===== src/rtl/bist_pkg.sv =====
// bist_pkg: shared constants, LFSR/MISR tap mask, default seed and FSM state type
//   WIDTH        - datapath width of pattern generator and signature register
//   TAP_MASK     - feedback taps at bit positions 0, 2, 3, 5 (x^16+x^14+x^13+x^11+1, right-shifting)
//   DEFAULT_SEED - power-on pattern seed (must be non-zero)
//   bist_state_e - IDLE / ARMED / COMPACT / DONE
package bist_pkg;
    localparam int WIDTH = 16;
    localparam logic [WIDTH-1:0] TAP_MASK = 16'h002D;
    localparam logic [WIDTH-1:0] DEFAULT_SEED = 16'hACE1;
    localparam logic [7:0] COUNT_MAX = 8'hFF;

    typedef enum logic [1:0] {IDLE, ARMED, COMPACT, DONE} bist_state_e;

    // XOR of the tapped bits; shared by the LFSR and the MISR
    function automatic logic fb(input logic [WIDTH-1:0] v);
        return ^(v & TAP_MASK);
    endfunction
endpackage


===== src/rtl/bist_lfsr.sv =====
// bist_lfsr: Fibonacci LFSR test-pattern generator
//   clk_i   - clock
//   rst_ni  - asynchronous active-low reset (state <- SEED)
//   load_i  - load seed_i (wins over en_i)
//   en_i    - advance one step
//   seed_i  - value loaded on load_i, also used to escape the all-zero lockup state
//   state_o - current pattern
module bist_lfsr import bist_pkg::*; #(
    parameter logic [WIDTH-1:0] SEED = DEFAULT_SEED
) (
    input  logic             clk_i,
    input  logic             rst_ni,
    input  logic             load_i,
    input  logic             en_i,
    input  logic [WIDTH-1:0] seed_i,
    output logic [WIDTH-1:0] state_o
);
    logic [WIDTH-1:0] state_q, state_d;

    // all-zero is a lockup state; recover to the seed on the next edge
    always_comb begin
        state_d = state_q;
        if (load_i || state_q == '0)
            state_d = seed_i;
        else if (en_i)
            state_d = {fb(state_q), state_q[WIDTH-1:1]};
    end

    always_ff @(posedge clk_i or negedge rst_ni) begin
        if (!rst_ni)
            state_q <= SEED;
        else
            state_q <= state_d;
    end

    assign state_o = state_q;
endmodule


===== src/rtl/bist_signature.sv =====
// bist_signature: BIST pattern generation and MISR signature compaction with golden compare
//   CLK, RESET_N            - clock, asynchronous active-low reset
//   INIT, RUNNING, FINISH   - controller start pulse, compact enable, end pulse
//   CUT_RESP                - circuit-under-test response to the current PATTERN
//   PATTERN                 - LFSR test vector to the CUT
//   SIGNATURE               - MISR contents
//   PAT_COUNT               - compacted cycles since INIT, saturating at 255
//   SIG_VALID, PASS, FAIL   - final signature valid and comparison result
module bist_signature import bist_pkg::*; #(
    parameter logic [WIDTH-1:0] SEED   = DEFAULT_SEED,
    parameter logic [WIDTH-1:0] GOLDEN = 16'h0000
) (
    input  logic             CLK,
    input  logic             RESET_N,
    input  logic             INIT,
    input  logic             RUNNING,
    input  logic             FINISH,
    input  logic [WIDTH-1:0] CUT_RESP,
    output logic [WIDTH-1:0] PATTERN,
    output logic [WIDTH-1:0] SIGNATURE,
    output logic [7:0]       PAT_COUNT,
    output logic             SIG_VALID,
    output logic             PASS,
    output logic             FAIL
);
    bist_state_e      state_q, state_d;
    logic [WIDTH-1:0] sig_q, sig_d;
    logic [7:0]       cnt_q, cnt_d;
    logic             valid_q, valid_d, pass_q, pass_d, fail_q, fail_d;
    logic             load, step;

    bist_lfsr #(.SEED(SEED)) u_lfsr (
        .clk_i  (CLK),
        .rst_ni (RESET_N),
        .load_i (load),
        .en_i   (step),
        .seed_i (SEED),
        .state_o(PATTERN)
    );

    // priority INIT > FINISH > RUNNING; FINISH edge compares the already-final signature
    always_comb begin
        state_d = state_q;
        sig_d   = sig_q;
        cnt_d   = cnt_q;
        valid_d = valid_q;
        pass_d  = pass_q;
        fail_d  = fail_q;
        load    = 1'b0;
        step    = 1'b0;
        if (INIT) begin
            state_d = ARMED;
            load    = 1'b1;
            sig_d   = '0;
            cnt_d   = '0;
            valid_d = 1'b0;
            pass_d  = 1'b0;
            fail_d  = 1'b0;
        end else if (state_q == ARMED || state_q == COMPACT) begin
            if (FINISH) begin
                state_d = DONE;
                valid_d = 1'b1;
                pass_d  = sig_q == GOLDEN;
                fail_d  = sig_q != GOLDEN;
            end else if (RUNNING) begin
                state_d = COMPACT;
                step    = 1'b1;
                sig_d   = {fb(sig_q), sig_q[WIDTH-1:1]} ^ CUT_RESP;
                cnt_d   = cnt_q == COUNT_MAX ? cnt_q : cnt_q + 8'd1;
            end
        end
    end

    always_ff @(posedge CLK or negedge RESET_N) begin
        if (!RESET_N) begin
            state_q <= IDLE;
            sig_q   <= '0;
            cnt_q   <= '0;
            valid_q <= 1'b0;
            pass_q  <= 1'b0;
            fail_q  <= 1'b0;
        end else begin
            state_q <= state_d;
            sig_q   <= sig_d;
            cnt_q   <= cnt_d;
            valid_q <= valid_d;
            pass_q  <= pass_d;
            fail_q  <= fail_d;
        end
    end

    assign SIGNATURE = sig_q;
    assign PAT_COUNT = cnt_q;
    assign SIG_VALID = valid_q;
    assign PASS      = pass_q;
    assign FAIL      = fail_q;
endmodule


===== config.mk =====
export PLATFORM = sky130hd
export DESIGN_NAME = bist_signature
export DESIGN_NICKNAME = d
export VERILOG_FILES = /design/src/rtl/bist_pkg.sv /design/src/rtl/bist_lfsr.sv /design/src/rtl/bist_signature.sv
export SDC_FILE = /design/constraint.sdc
export NUM_CORES = 1
export LEC_CHECK = 0
export ABC_AREA = 0
export CAP_MARGIN = 5
export CORE_ASPECT_RATIO = 1.25
export CORE_MARGIN = 2
export CORE_UTILIZATION = 51
export CTS_BUF_LIST = sky130_fd_sc_hd__clkbuf_4 sky130_fd_sc_hd__clkbuf_8 sky130_fd_sc_hd__clkbuf_16
export CTS_CLUSTER_SIZE = 30
export DETAILED_ROUTE_END_ITERATION = 6
export PLACE_DENSITY = 0.85
export SETUP_SLACK_MARGIN = 0.05
export SLEW_MARGIN = 5
export SYNTH_ARGS = -nofsm -noshare
export SYNTH_HDL_FRONTEND = slang
export SYNTH_SLANG_ARGS = --single-unit

===== constraint.sdc =====
create_clock -name CLK -period 2.56 [get_ports CLK]
set_clock_uncertainty 0.15 [all_clocks]
set_input_delay 0.512 -clock CLK [delete_from_list [all_inputs] [get_ports CLK]]
set_output_delay 0.512 -clock CLK [all_outputs]
set_load 0.02 [all_outputs]

== Word level (Yosys, flattened, before mapping) ==
Index checks and enable logic that the tools add are counted.

* Bits in registers: 45

* Bitwise logic cells: 1
* Reductions and logical operators: 16
* Add/sub/neg operators: 1
* Multiplexer cells: 29
* Equal/unequal tests: 5

{| class="wikitable"
|+ Operators with widths
! cell !! number
|-
| $mux 16 || 6
|-
| $mux 8 || 5
|-
| $logic_not 16->1 || 2
|-
| $reduce_xor 16->1 || 2
|-
| $reduce_bool 16->1 || 1
|-
| $xor 16x16->16 || 1
|-
| $mux 1 || 14
|-
| $add 8x1->8 const B || 1
|-
| $eq 8x8->1 const B || 1
|-
| $mux 2 || 4
|-
| $reduce_bool 2->1 || 4
|-
| $ne 2x2->1 const B || 2
|-
| $reduce_and 2->1 || 2
|-
| $reduce_and 4->1 || 1
|-
| $reduce_and 3->1 || 1
|-
| $reduce_bool 3->1 || 1
|-
| $eq 2x1->1 const B || 1
|-
| $eq 2x2->1 const B || 1
|-
| $logic_or 1x1->1 || 2
|}

== Longest topological paths before layout ==
Gate-level depths: netlist of run 1.

* Depth after elaboration: 6
* Depth in mapped cells: 6

== By module ==
From an unflattened synthesis of run 1, not the netlist that was laid out.

* Cells, all modules: 217
* Area, all modules: 2483.6 sq um

{| class="wikitable"
|+ By module, submodules not included
! module !! sequential area each (sq um) !! cells an instance !! area an instance (sq um) !! times used
|-
| bist_signature || 725.7 || 155 || 1535.2 || 1
|-
| bist_lfsr || 410.4 || 62 || 948.4 || 1
|}

== Worst setup path before layout of run 1 ==
Ideal clock, no wire load.

* Path kind: register to register
* Start point: reg cnt_q[0], in the netlist PAT_COUNT[0]
* End point: reg cnt_q[7], in the netlist PAT_COUNT[7]
* Library setup time: 0.136 ns
* Path buffers: 0
* Arrival: 1.547 ns
* Stages on the path, launching flop included: 6
* Slack: 0.727 ns
* Required time: 2.274 ns
* Path through: dfrtp_1 ha_1 nand3_1 nor3_1 or4_1 a21oi_1

* Word-level cells in the longest chain between the ends: 6
* Elaborated cells between the ends (all ways): 9
* Classes of those cells: 1 x add/sub; 2 x eq/ne; 5 x mux; 1 x reduce/logical

{| class="wikitable"
|+ RTL lines
! element !! RTL line !! text
|-
| start, declared || bist_signature.sv:28 || <nowiki>logic [7:0] cnt_q, cnt_d;</nowiki>
|-
| start signal, assigned || bist_signature.sv:85 || <nowiki>cnt_q <= cnt_d;</nowiki>
|-
| $add 8x1->8 || bist_signature.sv:69 || <nowiki>cnt_d = cnt_q == COUNT_MAX ? cnt_q : cnt_q + 8'd1;</nowiki>
|-
| $mux 8 || bist_signature.sv:69 ||
|-
| $mux 8 || bist_signature.sv:65 || <nowiki>end else if (RUNNING) begin</nowiki>
|-
| $mux 8 || bist_signature.sv:60 || <nowiki>if (FINISH) begin</nowiki>
|-
| $mux 8 || bist_signature.sv:59 || <nowiki>end else if (state_q == ARMED || state_q == COMPACT) begin</nowiki>
|-
| $mux 8 || bist_signature.sv:51 || <nowiki>if (INIT) begin</nowiki>
|}

Several ways; a longest one is shown, not always the timed one. The select of a mux whose other input is x is not followed.
A chain may end at the register's enable or synchronous reset.

== Worst setup path after layout of run 1 ==
* Start point: reg u_lfsr.state_q[0], in the netlist u_lfsr.state_o[0]
* End point: out PATTERN[0]

{| class="wikitable"
|+ RTL lines
! element !! RTL line !! text
|-
| start, declared || bist_lfsr.sv:18 || <nowiki>logic [WIDTH-1:0] state_q, state_d;</nowiki>
|-
| start signal, assigned || bist_lfsr.sv:33 || <nowiki>state_q <= state_d;</nowiki>
|-
| end, declared || bist_signature.sv:19 || <nowiki>output logic [WIDTH-1:0] PATTERN,</nowiki>
|}

No word-level cell between the ends.

==> results of run 1 <==
## metrics by stage
step / cells / power [mW] / hold slack, ns / setup slack, ns / util, %
global route: 355 / 1.70 / 0.0603 / 0.372 / 73.2
detailed placement: 347 / 1.18 / 0.347 / 0.318 / 71.0
finish: 355 / 1.62 / 0.0295 / 0.411 / 73.2
CTS: 355 / 1.63 / 0.0431 / 0.405 / 73.2
floorplan: 231 / 1.01 / 0.0664 / 0.727 / -
global placement: 347 / 1.18 / 0.326 / 0.365 / 71.0
## cell type report
| cell class | instances | area (um2) | share of cell area [%] |
|---|---|---|---|
| multi-input cells | 169 | 993 | 32.9 |
| well taps | 56 | 70.1 | 2.32 |
| inverters | 6 | 22.5 | 0.745 |
| flip-flops and latches | 45 | 1140 | 37.6 |
| clock buffers | 7 | 83.8 | 2.77 |
| repair buffers | 71 | 711 | 23.5 |
| clock inverters | 1 | 7.51 | 0.248 |
## worst max path at each step
| stage | slack [ns] | depth (start not counted) | startpoint | endpoint |
|---|---|---|---|---|
| 4_1_cts | 0.41 | 1 | u_lfsr.state_o[0]$_DFFE_PN1P_ | PATTERN[0] |
| 3_3_place_gp | 0.37 | 5 | FINISH | PAT_COUNT[0]$_DFFE_PN0P_ |
| 5_1_grt | 0.37 | 1 | u_lfsr.state_o[5]$_DFFE_PN1P_ | PATTERN[5] |
| 2_1_floorplan | 0.73 | 5 | PAT_COUNT[0]$_DFFE_PN0P_ | PAT_COUNT[7]$_DFFE_PN0P_ |
| 6_report | 0.41 | 1 | u_lfsr.state_o[0]$_DFFE_PN1P_ | PATTERN[0] |
| 3_5_place_dp | 0.32 | 5 | FINISH | PAT_COUNT[0]$_DFFE_PN0P_ |
## synth_stat cells, types with 4 or more instances
cell type | instances | area [um2]
nor3_1 | 7 | 35.0
dfstp_2 | 8 | 210
nand3_1 | 12 | 60.1
clkbuf_1 | 4 | 15.0
a21oi_1 | 19 | 95.1
xnor2_1 | 17 | 149
nor4_1 | 6 | 37.5
a211oi_1 | 17 | 128
nor2_1 | 19 | 71.3
dfrtp_1 | 37 | 926
inv_1 | 6 | 22.5
buf_2 | 6 | 30.0
nand2_1 | 38 | 143
## per-layer routing
| metal | vias up | global-route usage (%) | wire [um] |
|---|---|---|---|
| li1 | 949 | - | - |
| met5 | - | 0 | 0 |
| met4 | 0 | 6.44 | 65 |
| met1 | 926 | 28.5 | 2140 |
| met2 | 74 | 38.0 | 2540 |
| met3 | 8 | 3.33 | 298 |
## registers in the layout, indices dropped and copies added, names as in the netlist
| name | cells |
|---|---|
| SIG_VALID | 1 |
| PASS | 1 |
| PAT_COUNT | 8 |
| SIGNATURE | 16 |
| u_lfsr.state_o | 16 |
| state_q | 2 |
| FAIL | 1 |
## power by group
part           internal [mW]  total, mW  leakage, nW  switching [mW]
logic                  0.176      0.360        0.574           0.184
registers              0.760      0.810        0.584          0.0503
clock network          0.214      0.446       0.0453           0.232
## cells by family (layout without fill, tap and decap cells)
family / Yosys count / in the layout / synth area share (%)
buffers and inverters: 17 / 85 / 3.41
xor gates and xnor gates: 21 / 21 / 8.68
and+or+nand+nor: 96 / 96 / 20.4
AOI/OAI and AO/OA: 49 / 49 / 14.2
DFF: 45 / 45 / 51.5
adders and majority gates: 3 / 3 / 1.70
==> metrics.cfg, run 1 <==
[sta]
finalSetupViolations=0
tightest_slew_ns=0.681
slew_headroom_pct=54.0
fmax_ghz=0.465
fin_crit_sh_pct=83.9
min_period_ns=2.15
hold_violations=0
rsz0062_at_grt=false
drv_slew=0
fin_setup_tns_ns=0

[clocking]
clk_latency_ns=0.30
cts.sinks=45
root_buffer=clkbuf_8
cts-buffers-inserted=5
clock_path_buffers=2
cts_setup_buffers=0
cts_resized=0
cts_tree=yes
cts_htree_levels=2
cts_hold_buf=0
clk_pin_slew_ns=0.09

[global_route]
grt_pass1_vias=1798
grt_use_total_pct=21.9
grt_remaining_overflow=0
grt_max_degree=49
grt_pass1_wl_um=8540
antenna_found_initial=0

[cells_and_area]
antenna-diode-count=0
final_common_cell=clkdlybuf4s50_1
fin_nets=322
fill_cells=313
final_cell_area_um2=3020
final_layout_size_suffix_gt1_share_pct=9.03
final_cell_mix=62 x clkdlybuf4s50_1, 38 x nand2_1, 37 x dfrtp_1
area_delta_synth_final_pct=37.2

[yosys]
yosysSeqAreaShare_pct=51.5
syn_nets=255
netlist_area_um2=2200
ys_ff_latch=45
netlist_instances=231
synth_flop_cell=dfrtp_1
ys_types=35
synthArstFlopShare_pct=100
syn_avg_cell_area_um2=9.54
synth-edff-count=0
synth_warnings=0

[job]
max-cap-violations=0

[worst_setup_path]
critPathKind=reg2out
r2r_end=PAT_COUNT[7]$_DFFE_PN0P_
required_ns=1.90
crit_path_top_delay_cell=clkdlybuf4s50_1
reg2reg_slack_ns=0.65
critPathBufInv=1
cp.arrival_ns=1.49
worstPathMaxFanout=4
cp_top_family=buffers and inverters
worst_r2r_path_depth=6
start_kind=register
crit_chain=clkdlybuf4s50_1
max_stage_delay_ns=0.61
cp-end-kind=output port
crit-reg2reg-launch=PAT_COUNT[0]$_DFFE_PN0P_

[power]
leakagePower_nw=1.20
ir_worst_vdd_mv=0.357
powerDensity_nw_per_um2=534

[detailed_routing]
vias=1957
viasPerCell=5.51
remaining_drc_errors=0
ant_nets=0
wirelength_um=5050
drtPass1Iterations=4
drt-initial-drc-count=120
wl_per_cell_um=14.2

[die]
start_util_pct=53.4
die_w_um=62.8
num_rows=26
dieArea_um2=4870
die_h_um=77.5
core_um2=4130
io_pins=64

[place]
place_hpwl_um=3670
place.gp.congestion=0.826
dpl_cell_area_um2=2930
io_buffers=63

[worst_hold_path]
hold_class=in2async

[outcome]
run_status=finished, final reports clean

(Power assumes the default switching activity.)
==> run 2: changes to the inputs <==
- CORE_UTILIZATION: 51 -> 43
- PLACE_DENSITY: 0.85 -> 0.76
- clock period: 2.56 -> 1.9 ns (I/O delays scaled with it)
==> metrics.cfg, run 2 (synthesized netlist as in run 1, its figures left out) <==
[detailed_routing]
ant_nets=0  ; unchanged
vias=1993  ; was 1957
wirelength_um=5280  ; was 5050 um
remaining_drc_errors=0  ; unchanged
viasPerCell=5.40  ; was 5.51
drtPass1Iterations=4  ; unchanged
drt-initial-drc-count=171  ; was 120
wl_per_cell_um=14.3  ; was 14.2 um

[worst_setup_path]
critPathKind=reg2out  ; unchanged
worstPathMaxFanout=2  ; was 4
worst_r2r_path_depth=6  ; unchanged
critPathBufInv=1  ; unchanged
r2r_end=PAT_COUNT[3]$_DFFE_PN0P_  ; was PAT_COUNT[7]$_DFFE_PN0P_
crit_chain=clkdlybuf4s50_1  ; unchanged
crit_path_top_delay_cell=clkdlybuf4s50_1  ; unchanged
required_ns=1.37  ; was 1.90 ns
start_kind=register  ; unchanged
reg2reg_slack_ns=0.18  ; was 0.65 ns
crit-reg2reg-launch=PAT_COUNT[0]$_DFFE_PN0P_  ; unchanged
cp.arrival_ns=1.24  ; was 1.49 ns
cp_top_family=buffers and inverters  ; unchanged
max_stage_delay_ns=0.60  ; was 0.61 ns
cp-end-kind=output port  ; unchanged

[cells_and_area]
area_delta_synth_final_pct=41.3  ; was 37.2%
multi_input_area_um2=1010  ; was 993 um2
fin_nets=330  ; was 322
antenna-diode-count=0  ; unchanged
fill_cells=455  ; was 313
regArea_um2=1140  ; unchanged
final_cell_mix=38 x nand2_1, 37 x dfrtp_1, 34 x dlygate4sd2_1  ; was 62 x clkdlybuf4s50_1, 38 x nand2_1, 37 x dfrtp_1
final_common_cell=nand2_1  ; was clkdlybuf4s50_1
final_layout_size_suffix_gt1_share_pct=12.1  ; was 9.03%
final_cell_area_um2=3110  ; was 3020 um2

[die]
num_rows=29  ; was 26
core_um2=5010  ; was 4130 um2
dieArea_um2=5720  ; was 4870 um2
die_w_um=68.0  ; was 62.8 um
die_h_um=84.1  ; was 77.5 um
io_pins=64  ; unchanged
start_util_pct=44.0  ; was 53.4%

[place]
place_hpwl_um=3840  ; was 3670 um
dpl_cell_area_um2=2990  ; was 2930 um2
io_buffers=63  ; unchanged
dp_slack_ns=-0.0777  ; was 0.318 ns
place.gp.congestion=0.821  ; was 0.826

[sta]
min_period_ns=1.77
drv_slew=0  ; unchanged
hold_violations=0  ; unchanged
rsz0062_at_grt=false  ; unchanged
slew_headroom_pct=68.4  ; was 54.0%
fmax_ghz=0.565
fin_crit_sh_pct=93.1
finalSetupViolations=0  ; unchanged
setup_ws_ns=0.130  ; was 0.411 ns
tightest_slew_ns=0.470  ; was 0.681 ns

[job]
max-cap-violations=0  ; unchanged

[power]
powerDensity_nw_per_um2=744  ; was 534 nW/um2
ir_worst_vdd_mv=0.565  ; was 0.357 mV
leakagePower_nw=1.47  ; was 1.20 nW

[clocking]
clk_pin_slew_ns=0.08  ; was 0.09 ns
clk_latency_ns=0.29  ; was 0.30 ns
cts_tree=yes  ; unchanged
cts.sinks=45  ; unchanged
clock_path_buffers=2  ; unchanged
cts_htree_levels=2  ; unchanged
root_buffer=clkbuf_8  ; unchanged
cts-buffers-inserted=5  ; unchanged

[global_route]
antenna_found_initial=0  ; unchanged
grt_remaining_overflow=0  ; unchanged
grt_pass1_wl_um=8810  ; was 8540 um
grt_pass1_vias=1877  ; was 1798
grt_max_degree=39  ; was 49
grt_use_total_pct=19.9  ; was 21.9%

[outcome]
run_status=finished, final reports clean  ; unchanged

[worst_hold_path]
min_path_cells=2
hold_class=reg2reg  ; was in2async
hold_start=SIG_VALID$_DFFE_PN0P_
min_to=SIG_VALID$_DFFE_PN0P_

## run 2: per-layer routing
metal  vias to the layer above  GRT usage, %  wire (um)
met2                        54          31.5       2710
met4                         0          6.36         73
li1                        965             -          -
met5                         -             0          0
met3                         6          4.86        275
met1                       968          26.4       2230
## run 2: worst max path at each step
stage	start	end	slack, ns	cells after the start
floorplan	PAT_COUNT[0]$_DFFE_PN0P_	PAT_COUNT[7]$_DFFE_PN0P_	0.07	5
global placement	FINISH	PAT_COUNT[0]$_DFFE_PN0P_	-0.03	5
detailed placement	FINISH	PAT_COUNT[0]$_DFFE_PN0P_	-0.08	5
CTS	u_lfsr.state_o[1]$_DFFE_PN0P_	PATTERN[1]	0.05	1
global route	state_q[0]$_DFFE_PN0P_	SIGNATURE[0]$_DFFE_PN0P_	0.05	5
finish	SIG_VALID$_DFFE_PN0P_	SIG_VALID	0.13	1
## run 2: metrics by stage
step	total power, mW	util (%)	instances	hold WS [ns]	setup TNS [ns]
final	2.32	62.2	369	0.356	0
after detailed placement	1.61	59.6	359	0.199	-0.321
after CTS	2.34	61.6	368	0.361	0
after floorplan	1.36	-	231	-0.0656	0
after global placement	1.60	59.6	359	0.202	-0.0654
after global routing	2.42	62.2	369	0.378	0
## run 2: repair_timing
item | in CTS | in global routing
hold buffers | 1 | 0
pin swaps | 0 | 1
hold endpoints to repair | 14 | 0
endpoints found under the setup margin | 42 | 18
buffers inserted | 0 | 1
gates resized for setup | 36 | 7
## run 2: layout make-up
type | instances | share of cell area, %
Clock inverter | 1 | 0.964
Clock buffer | 7 | 2.89
Multi-Input combinational cell | 169 | 32.5
Timing Repair Buffer | 79 | 23.9
Sequential cell | 45 | 36.5
Inverter | 6 | 0.723
Tap cell | 62 | 2.49
## run 2: where the power goes
part	switching, mW	internal [mW]	total, mW
Combinational	0.253	0.222	0.475
Clock	0.312	0.443	0.755
Sequential	0.0650	1.02	1.09
Total	0.630	1.69	2.32
==> run 3: changes to the inputs <==
- CORE_MARGIN: 2 -> default
==> metrics.cfg, run 3 (synthesized netlist as in run 1, its figures left out) <==
[die]
start_util_pct=45.6  ; was 44.0%
num_rows=28  ; was 29
die_h_um=82.1  ; was 84.1 um
io_pins=64  ; unchanged
core_um2=4830  ; was 5010 um2
die_w_um=66.0  ; was 68.0 um
dieArea_um2=5420  ; was 5720 um2

[cells_and_area]
fin_nets=331  ; was 330
final_core_utilization_pct=64.7  ; was 62.2%
fill_cells=409  ; was 455
regArea_um2=1140  ; unchanged
stdcell_count=368  ; was 369
antenna-diode-count=0  ; unchanged
final_cell_mix=39 x dlygate4sd2_1, 38 x nand2_1, 37 x dfrtp_1  ; was 38 x nand2_1, 37 x dfrtp_1, 34 x dlygate4sd2_1
final_layout_size_suffix_gt1_share_pct=13.3  ; was 12.1%
multi_input_area_um2=1020  ; was 1010 um2
final_common_cell=dlygate4sd2_1  ; was nand2_1
area_delta_synth_final_pct=41.9  ; was 41.3%

[sta]
drv_slew=0  ; unchanged
fin_setup_tns_ns=0  ; unchanged
min_period_ns=1.78  ; was 1.77 ns
slew_headroom_pct=63.2  ; was 68.4%
fmax_ghz=0.562  ; was 0.565 GHz
setup_ws_ns=0.120  ; was 0.130 ns
rsz0062_at_grt=false  ; unchanged
holdWs_ns=0.365  ; was 0.356 ns
hold_violations=0  ; unchanged
fin_crit_sh_pct=93.7  ; was 93.1%
finalSetupViolations=0  ; unchanged
tightest_slew_ns=0.552  ; was 0.470 ns

[worst_setup_path]
cp_top_family=buffers and inverters  ; unchanged
cp.arrival_ns=1.25  ; was 1.24 ns
worstPathMaxFanout=2  ; unchanged
start_kind=register  ; unchanged
cp-end-kind=output port  ; unchanged
critPathBufInv=1  ; unchanged
crit_path_top_delay_cell=clkdlybuf4s50_1  ; unchanged
crit_chain=clkdlybuf4s50_1  ; unchanged
required_ns=1.37  ; about the same
startpoint=PASS$_DFFE_PN0P_  ; was SIG_VALID$_DFFE_PN0P_
critPathKind=reg2out  ; unchanged
max_stage_delay_ns=0.60  ; about the same
crit-reg2reg-launch=PAT_COUNT[0]$_DFFE_PN0P_  ; unchanged

[detailed_routing]
ant_nets=0  ; unchanged
remaining_drc_errors=0  ; unchanged
vias=2000  ; was 1993
viasPerCell=5.43  ; was 5.40
wl_per_cell_um=14.7  ; was 14.3 um
drtPass1Iterations=4  ; unchanged
wirelength_um=5420  ; was 5280 um
drt-initial-drc-count=105  ; was 171

[global_route]
grt_pass1_vias=1756  ; was 1877
grt_max_degree=44  ; was 39
grt_use_total_pct=20.9  ; was 19.9%
grt_pass1_wl_um=8540  ; was 8810 um
grt_remaining_overflow=0  ; unchanged
antenna_found_initial=0  ; unchanged

[clocking]
root_buffer=clkbuf_8  ; unchanged
cts.sinks=45  ; unchanged
cts-buffers-inserted=5  ; unchanged
clk_pin_slew_ns=0.09  ; was 0.08 ns
clk_latency_ns=0.30  ; was 0.29 ns
clock_path_buffers=2  ; unchanged
cts_tree=yes  ; unchanged
cts_htree_levels=2  ; unchanged

[job]
max-cap-violations=0  ; unchanged

[place]
io_buffers=63  ; unchanged
place.gp.congestion=0.853  ; was 0.821
place_inst=358  ; was 359
place_hpwl_um=3850  ; was 3840 um
dp_slack_ns=-0.0968  ; was -0.0777 ns

[outcome]
run_status=finished, final reports clean  ; unchanged

[power]
leakagePower_nw=1.44  ; was 1.47 nW
powerDensity_nw_per_um2=776  ; was 744 nW/um2
ir_worst_vdd_mv=0.462  ; was 0.565 mV

[worst_hold_path]
hold_start=u_lfsr.state_o[11]$_DFFE_PN1P_  ; was SIG_VALID$_DFFE_PN0P_
hold_class=reg2reg  ; unchanged

## run 3: timing repair
action / CTS / global route
endpoints found under the hold margin: 13 / 0
resized for setup: 41 / 7
pin swaps: 0 / 1
hold buffers: 1 / 0
setup endpoints to repair: 43 / 17
buffers inserted: 0 / 1
## run 3: path summary, 6_finish.rpt
check	cells after the start	slack, ns	to
max	1	0.12	PASS
min	2	0.36	u_lfsr.state_o[10]$_DFFE_PN1P_
max reg2reg	6	0.17	PAT_COUNT[7]$_DFFE_PN0P_
min reg2reg	2	0.36	u_lfsr.state_o[10]$_DFFE_PN1P_
max in group asynchronous	3	0.64	SIGNATURE[0]$_DFFE_PN0P_
min in group asynchronous	2	0.45	SIGNATURE[2]$_DFFE_PN0P_
## run 3: cell type report
| cell class | instances | share of cell area [%] |
|---|---|---|
| Clock buffer | 5 | 2.20 |
| Clock inverter | 3 | 2.08 |
| Inverter | 6 | 0.720 |
| Multi-Input combinational cell | 169 | 32.7 |
| Sequential cell | 45 | 36.3 |
| Tap cell | 60 | 2.40 |
| Timing Repair Buffer | 80 | 23.6 |
## run 3: per-stage QoR
stage,power [mW],cell area (um2)
5_1_grt,2.55,3130
4_1_cts,2.44,3100
3_5_place_dp,1.61,2990
2_1_floorplan,1.36,2200
3_3_place_gp,1.60,2990
6_report,2.43,3130
## run 3: metal layers
| metal | part of all wire [%] | track usage, % | wire length (um) | up-vias |
|---|---|---|---|---|
| met5 | 0 | 0 | 0 | - |
| met4 | 1.4 | 6.17 | 74 | 0 |
| met3 | 5.8 | 5.56 | 315 | 8 |
| met2 | 49 | 33.7 | 2670 | 64 |
| met1 | 44 | 27.6 | 2360 | 968 |
| li1 | - | - | - | 960 |
## run 3: power breakdown
part	switching, mW	total, mW	internal, mW
sequential	0.0665	1.09	1.02
clock	0.340	0.863	0.523
combinational	0.256	0.476	0.220
total	0.663	2.43	1.77
